**src/rtl/tdc_capture_decoder_if.sv**
```systemverilog
// Measurement result channel between the TDC capture decoder and the readout logic.
interface tdc_capture_decoder_if #(
  parameter int unsigned W = 6
);
  logic         meas_valid;
  logic         meas_ready;
  logic [W-1:0] meas_code;
  logic         meas_bubble;
  logic         meas_overflow;

  // Producer side: the capture decoder.
  modport master (
    output meas_valid,
    output meas_code,
    output meas_bubble,
    output meas_overflow,
    input  meas_ready
  );

  // Consumer side: the readout logic.
  modport slave (
    input  meas_valid,
    input  meas_code,
    input  meas_bubble,
    input  meas_overflow,
    output meas_ready
  );
endinterface

```
**src/rtl/tdc_capture_decoder.sv**
```systemverilog
// TDC receive end: samples the delay-line thermometer word one edge after arm,
// passes it through two flop stages, decodes it to a tap count with bubble and
// overflow flags, and holds the result on a valid/ready channel.
module tdc_capture_decoder #(
  parameter int unsigned N = 32,
  parameter int unsigned W = $clog2(N + 1)
) (
  input  logic                  clk,
  input  logic                  rst_n,
  input  logic                  arm,
  input  logic [N-1:0]          dl_in,
  output logic                  busy,
  tdc_capture_decoder_if.master meas
);

  typedef enum logic [2:0] {
    StIdle,
    StCap1,
    StCap2,
    StDec,
    StHold
  } state_e;

  state_e         state_q;
  logic [N-1:0]   s1_q, s2_q;
  logic           busy_q;
  logic           valid_q;
  logic [W-1:0]   code_q;
  logic           bubble_q;
  logic           overflow_q;

  logic [W-1:0]   code_d;
  logic           bubble_d;
  logic           overflow_d;

  // Free-running two-stage synchroniser; the FSM picks which sample matters.
  always_ff @(posedge clk or negedge rst_n) begin
    if (!rst_n) begin
      s1_q <= '0;
      s2_q <= '0;
    end else begin
      s1_q <= dl_in;
      s2_q <= s1_q;
    end
  end

  // Decode of the synchronised word: popcount is inherently bubble tolerant;
  // a 1 above a 0 survives the +1 carry and shows up in the AND.
  always_comb begin
    code_d = '0;
    for (int unsigned i = 0; i < N; i++) begin
      code_d = code_d + W'(s2_q[i]);
    end
    bubble_d   = |(s2_q & (s2_q + N'(1)));
    overflow_d = &s2_q;
  end

  // Measurement sequencer with registered outputs.
  always_ff @(posedge clk or negedge rst_n) begin
    if (!rst_n) begin
      state_q    <= StIdle;
      busy_q     <= 1'b0;
      valid_q    <= 1'b0;
      code_q     <= '0;
      bubble_q   <= 1'b0;
      overflow_q <= 1'b0;
    end else begin
      unique case (state_q)
        StIdle: begin
          if (arm) begin
            state_q <= StCap1;
            busy_q  <= 1'b1;
          end
        end
        StCap1: state_q <= StCap2;
        StCap2: state_q <= StDec;
        StDec: begin
          code_q     <= code_d;
          bubble_q   <= bubble_d;
          overflow_q <= overflow_d;
          valid_q    <= 1'b1;
          state_q    <= StHold;
        end
        StHold: begin
          // An arm on this same edge is dropped: busy is still high here.
          if (meas.meas_ready) begin
            valid_q <= 1'b0;
            busy_q  <= 1'b0;
            state_q <= StIdle;
          end
        end
        default: begin
          state_q <= StIdle;
          busy_q  <= 1'b0;
          valid_q <= 1'b0;
        end
      endcase
    end
  end

  assign busy               = busy_q;
  assign meas.meas_valid    = valid_q;
  assign meas.meas_code     = code_q;
  assign meas.meas_bubble   = bubble_q;
  assign meas.meas_overflow = overflow_q;

endmodule

```
**src/flat_wrapper.sv**
```systemverilog
// flat-port wrapper written by rule: the top's interface ports become plain ports
module tdc_capture_decoder_flat 
#(
  parameter int unsigned N = 32,
  parameter int unsigned W = $clog2(N + 1)
)
  (clk, rst_n, arm, dl_in, busy, meas_meas_valid, meas_meas_code, meas_meas_bubble, meas_meas_overflow, meas_meas_ready);
  tdc_capture_decoder_if #(.W(W)) meas_i ();
  input  logic clk;
  input  logic rst_n;
  input  logic arm;
  input  logic [N-1:0] dl_in;
  output logic busy;
  output wire logic [$bits(meas_i.meas_valid)-1:0] meas_meas_valid;
  output wire logic [$bits(meas_i.meas_code)-1:0] meas_meas_code;
  output wire logic [$bits(meas_i.meas_bubble)-1:0] meas_meas_bubble;
  output wire logic [$bits(meas_i.meas_overflow)-1:0] meas_meas_overflow;
  input wire logic [$bits(meas_i.meas_ready)-1:0] meas_meas_ready;
  assign meas_meas_valid = meas_i.meas_valid;
  assign meas_meas_code = meas_i.meas_code;
  assign meas_meas_bubble = meas_i.meas_bubble;
  assign meas_meas_overflow = meas_i.meas_overflow;
  assign meas_i.meas_ready = meas_meas_ready;
  tdc_capture_decoder #(.N(N), .W(W)) u_core (.clk(clk), .rst_n(rst_n), .arm(arm), .dl_in(dl_in), .busy(busy), .meas(meas_i));
endmodule
```
**config.mk**
```make
export PLATFORM = sky130hd
export DESIGN_NAME = tdc_capture_decoder_flat
export DESIGN_NICKNAME = d
export VERILOG_FILES = /design/src/rtl/tdc_capture_decoder_if.sv /design/src/rtl/tdc_capture_decoder.sv /design/src/flat_wrapper.sv
export SDC_FILE = /design/constraint.sdc
export NUM_CORES = 1
export LEC_CHECK = 0
export ABC_AREA = 0
export CAP_MARGIN = 20
export CORE_MARGIN = 10
export CORE_UTILIZATION = 45
export DETAILED_ROUTE_END_ITERATION = 10
export HOLD_SLACK_MARGIN = 0.05
export PLACE_DENSITY_LB_ADDON = 0.15
export SYNTH_ARGS = -nofsm -noshare
export SYNTH_HDL_FRONTEND = slang
export SYNTH_SLANG_ARGS = --single-unit
```
**constraint.sdc**
```tcl
create_clock -name clk -period 6.2 [get_ports clk]
set_clock_uncertainty 0.2 [all_clocks]
set_input_delay 0.62 -clock clk [delete_from_list [all_inputs] [get_ports clk]]
set_output_delay 0.62 -clock clk [all_outputs]
set_load 0.05 [all_outputs]
```
# After elaboration in Yosys (flattened, before gate mapping)
# Index checks and enable logic that the tools add are counted.
op_classes:
  n_addsub: 32
  multipliers: 0
  n_div: 0
  magnitude_cmp: 0
  n_eq_ne: 6
  shift: 0
  n_mux: 7
  n_bitwise: 3
  reduce_logical: 8
op_table:
  columns: ["op", "n"]
  rows:
  - ["$add 6x1->6", 30]
  - ["$add 32x1->32 const B", 1]
  - ["$and 32x32->32", 1]
  - ["$reduce_and 32->1", 1]
  - ["$reduce_or 32->1", 1]
  - ["$pmux 3 s5", 1]
  - ["$eq 3x2->1 const B", 2]
  - ["$mux 3", 2]
  - ["$pmux 1 s3", 2]
  - ["$reduce_or 3->1", 2]
  - ["$ne 2x2->1 const B", 2]
  - ["$reduce_and 2->1", 2]
  - ["$eq 3x1->1 const B", 1]
  - ["$eq 3x3->1 const B", 1]
  - ["$logic_not 3->1", 1]
  - ["$reduce_and 3->1", 1]
  - ["$add 1x1->2", 1]
  - ["$mux 1", 2]
  - ["$not 1->1", 2]
word_totals:
  ff_bits: 77
  latch_bits: 0
  ram_bits: 0
  rom_bits: 0
  in_bits: 36
  out_inout_bits: 10
  word_cells: 64
  n_memories: 0

# Longest topological paths before layout
depth:
  word_depth: 31
  depth_mapped: 17
  ltp_nobuf: 17

# Worst setup path before layout
# OpenSTA, ideal clock, no wires.
synth_path:
  kind: "register to register"
  startpoint: "register u_core.s2_q[0]"
  endpoint: "register u_core.code_q[4] (netlist: u_core.meas.meas_code[4])"
  setup_ns: 0.133
  arrival_time_ns: 4.720
  required_ns: 5.867
  path_slack_ns: 1.147
  stages_incl_launch_ff: 16
  n_path_buf: 0
  period_less_slack_ns: 5.053
  path_cell_list: "dfrtp_1 inv_1 ha_1 fa_1 fa_1 fa_1 fa_1 fa_1 fa_1 fa_1 inv_1 fa_1 a21o_1 a21oi_1 xor2_1 o21ai_0"
synth_via:
  elab_chain_cells: 31
synth_lines:
  columns: ["item", "line", "rtl"]
  rows:
  - ["from (decl)", "tdc_capture_decoder.sv:25", "logic [N-1:0] s1_q, s2_q;"]
  - ["from (signal assigned)", "tdc_capture_decoder.sv:43", "s2_q <= s1_q;"]
  - ["$add 1x1->2", "tdc_capture_decoder.sv:52", "code_d = code_d + W'(s2_q[i]);"]
  - ["$add 6x1->6 (30 in series)", "tdc_capture_decoder.sv:52", null]
  - ["to (signal assigned)", "tdc_capture_decoder.sv:78", "code_q <= code_d;"]
  - ["to (decl)", "tdc_capture_decoder.sv:28", "logic [W-1:0] code_q;"]
# Every way passes these cells.
# A chain may end at the register's enable or synchronous reset.

# Worst setup path after layout
# Ends and elaborated chain as after synthesis.

==> flow_metrics.py <==
metrics = {
    "outcome": {
        "status": "finished, final reports clean",
    },
    "power": {
        "p_switching_w": 0.000664,
        "vdd_drop_max_mv": 0.235,
        "pwr-share-seq": 0.342,
        "internal_power_w": 0.00111,
        "comb_power_share": 0.449,
        "power_density_nw_per_um2": 436,
        "clock_power_share": 0.209,
        "leakagePower_nw": 1.87,
        "swShare": 0.375,
    },
    "layout": {
        "drive_gt1_frac": 0.0696,
        "nets": 380,
        "area_delta_synth_final_pct": 23.1,
        "n_fill_cell": 614,
        "finalNonFillerCells": 415,
        "diodes": 0,
    },
    "worst_setup_path": {
        "ff2ff_setup_slack_ns": 0.90,
        "slowest_delay_ns": 0.55,
        "path_class": "reg2reg",
        "cp_common_cell": "fa_1",
        "cp_max_fo": 3,
        "start_kind": "register",
        "worstReg2RegStart": "u_core.s2_q[0]$_DFF_PN0_",
        "worst_ep_required_time_ns": 6.22,
        "r2r_end": "u_core.meas.meas_code[4]$_DFFE_PN0P_",
        "cp-end-kind": "register",
        "worstRegToRegCells": 15,
        "slowest_stage": "fa_1",
        "worstPathArrival_ns": 5.31,
        "path_cells": "inv_1 > ha_1 > fa_1 > fa_1 > fa_1 > fa_1 > fa_1 > fa_1 > fa_1 > inv_1 > fa_1 > a21o_1 > a21oi_1 > xor2_1 > o21ai_0",
    },
    "global_routing": {
        "antenna_found_initial": 0,
        "grt_pass1_vias": 2077,
        "overflow": 0,
        "grt_usage": 0.113,
        "grt_max_degree": 78,
        "grt_pass1_wl_um": 9770,
    },
    "timing": {
        "fin_setup_tns_ns": 0,
        "max_freq_mhz": 189,
        "fin_crit_sh": 0.854,
        "drv_slew": 0,
        "final-setup-viol-count": 0,
        "hold_viol": 0,
        "rsz0062_at_grt": "false",
        "maxSlewHeadroom": 0.402,
        "min_period_ns": 5.30,
        "worstMarginPinSlew_ns": 0.898,
    },
    "floorplan": {
        "std_cell_rows": 31,
        "core_um2": 7180,
        "die_w_um": 106,
        "die-area_um2": 11100,
        "initial_core_util": 0.459,
        "fp.dieH_um": 106,
        "num_io_pins": 46,
    },
    "synthesis": {
        "synth_area_leaders": "dfrtp_1 (58%), fa_1 (15%), inv_1 (5.1%)",
        "synth_top_area_cell": "dfrtp_1",
        "yosysMostFrequentCell": "dfrtp_1",
        "synth_area_per_cell_um2": 12.8,
        "synth_nets": 327,
        "ys_seq_elements": 77,
        "synth.distinct_cells": 36,
        "synth_top_area_share": 0.585,
        "synth_edf_count": 0,
        "synth-compound-area-share": 0.0703,
        "synth.yosys.seq_area_share": 0.585,
        "synthXorXnorAreaFrac": 0.0106,
        "yosys_most_used_dff": "dfrtp_1",
        "syn-cell-area_um2": 3290,
        "synthCells": 258,
        "ys_warn_count": 0,
        "synth_common_cells": "dfrtp_1 (77), inv_1 (45), fa_1 (24), nand2_1 (23), o21ai_0 (14)",
        "synth_top_family_by_area": "adder cells",
        "synthSimpleGateAreaFrac": 0.0995,
        "muxShareOfSynthArea": 0,
        "synth-adder-area-share": 0.180,
        "ys_async_sr_fraction": 1.00,
    },
    "hold_path": {
        "whs_path_depth": 0,
        "hold_start": "u_core.s1_q[28]$_DFF_PN0_",
        "hold_class": "reg2reg",
        "hold_path_end": "u_core.s2_q[28]$_DFF_PN0_",
    },
    "clock_tree": {
        "numCtsBuffers": 9,
        "clkLatencyLatePin_ns": 0.35,
        "post_cts_buffers": 0,
        "clockBufferDepth": 2,
        "cts.clk_slew.worst_paths_ns": 0.08,
        "ctsHoldBuffers": 0,
        "ctsResizeCount": 0,
        "clockRootBuffer": "clkbuf_8",
        "cts_max_level": 3,
        "cts_tree": "built",
        "cts.sinks": 77,
    },
    "placement": {
        "dpl.hpwl_um": 4620,
        "place.gp.congestion": 0.900,
        "port_buffers": 45,
        "dp_cells": 399,
    },
    "drt": {
        "wire_per_inst_um": 14.3,
        "ant_nets": 0,
        "via_count": 1968,
        "routed_wl_um": 5920,
        "drc": 0,
        "viasPerCell": 4.74,
        "drt_iter0_drc": 98,
        "dr.pass1.iters": 4,
    },
    "job": {
        "maxCapViolations": 0,
    },
}
flip-flops by register name, summed over array words and instances, names as in the netlist:
| signal | flops |
|---|---|
| u_core.s2_q | 32 |
| u_core.meas.meas_overflow | 1 |
| u_core.s1_q | 32 |
| u_core.meas.meas_valid | 1 |
| u_core.busy | 1 |
| u_core.meas.meas_code | 6 |
| u_core.state_q | 3 |
| u_core.meas.meas_bubble | 1 |
logic make-up (layout without fill, tap and decap cells):
kind of cell    after synthesis  count (layout)
fa+ha+maj                    33              33
simple gates                 58              58
xor+xnor                      4               4
compound gates               38              38
flops                        77              77
buf+inv                      48             106
layout by cell type (no fill, tap or decap), drive strengths merged:
cell type / count
a2111oi: 1
a21o: 3
a21oi: 7
a221oi: 1
a22oi: 2
a31oi: 1
a41oi: 1
and4: 1
buf: 1
bufinv: 1
clkbuf: 9
clkdlybuf4s50: 44
clkinv: 5
dfrtp: 77
fa: 24
ha: 9
inv: 46
nand2: 23
nand2b: 1
nand3: 4
nand3b: 2
nand4: 9
nor2: 8
nor3: 4
nor4: 2
nor4b: 1
o2111ai: 1
o211ai: 1
o21ai: 15
o22ai: 2
o31ai: 3
or3: 1
or4: 2
xnor2: 3
xor2: 1
per-layer routing:
layer / GRT usage / vias up / routed length, µm
met2: 0.181 / 52 / 2960
li1: - / 945 / -
met3: 0.0341 / 12 / 293
met4: 0.0687 / 0 / 128
met5: 0 / - / 0
met1: 0.130 / 959 / 2540
area by class of cell:
class                           count  area, µm²  share of cell area
Sequential cell                    77       1930               0.475
Multi-Input combinational cell    133       1190               0.293
Timing Repair Buffer               45        448               0.110
Inverter                           45        169              0.0417
Clock buffer                        9        124              0.0306
Tap cell                           99        124              0.0306
Clock inverter                      7       75.1              0.0185
power by group through the flow:
stage | Sequential, W | Combinational [W] | Clock [W]
after detailed placement | 0.000615 | 0.000805 | 0
after global placement | 0.000615 | 0.000785 | 0
final | 0.000605 | 0.000793 | 0.000370
after floorplan | 0.000683 | 0.000539 | 0
after CTS | 0.000606 | 0.000809 | 0.000384
after global routing | 0.000615 | 0.000913 | 0.000403
critical path: cells and delay by family, from the launching register on:
family	cells	cell delay [ns]
buffers and inverters	2	0.11
DFF	1	0.38
AOI/OAI and AO/OA	3	0.46
adders and majority gates	9	3.84
xor gates and xnor gates	1	0.16
how the worst max path moves through the flow:
stage / startpoint / end / slack (ns)
6_report: u_core.s2_q[0]$_DFF_PN0_ / u_core.meas.meas_code[4]$_DFFE_PN0P_ / 0.90
5_1_grt: u_core.s2_q[0]$_DFF_PN0_ / u_core.meas.meas_code[4]$_DFFE_PN0P_ / 0.64
4_1_cts: u_core.s2_q[0]$_DFF_PN0_ / u_core.meas.meas_code[4]$_DFFE_PN0P_ / 0.88
3_5_place_dp: u_core.s2_q[0]$_DFF_PN0_ / u_core.meas.meas_code[4]$_DFFE_PN0P_ / 0.91
3_3_place_gp: u_core.s2_q[0]$_DFF_PN0_ / u_core.meas.meas_code[4]$_DFFE_PN0P_ / 1.04
2_1_floorplan: u_core.s2_q[0]$_DFF_PN0_ / u_core.meas.meas_code[4]$_DFFE_PN0P_ / 1.15
through the flow:
| stage | setup WS, ns | hold slack [ns] | area [µm²] | utilization | power [W] |
|---|---|---|---|---|---|
| 2_1_floorplan | 1.15 | 0.124 | 3290 | - | 0.00122 |
| 3_3_place_gp | 1.04 | 0.133 | 3850 | 0.537 | 0.00140 |
| 3_5_place_dp | 0.906 | 0.135 | 3850 | 0.537 | 0.00142 |
| 4_1_cts | 0.883 | 0.151 | 4050 | 0.565 | 0.00180 |
| 5_1_grt | 0.640 | 0.155 | 4050 | 0.565 | 0.00193 |
| 6_report | 0.903 | 0.146 | 4050 | 0.565 | 0.00177 |
Power figures use the tool's default switching activity.
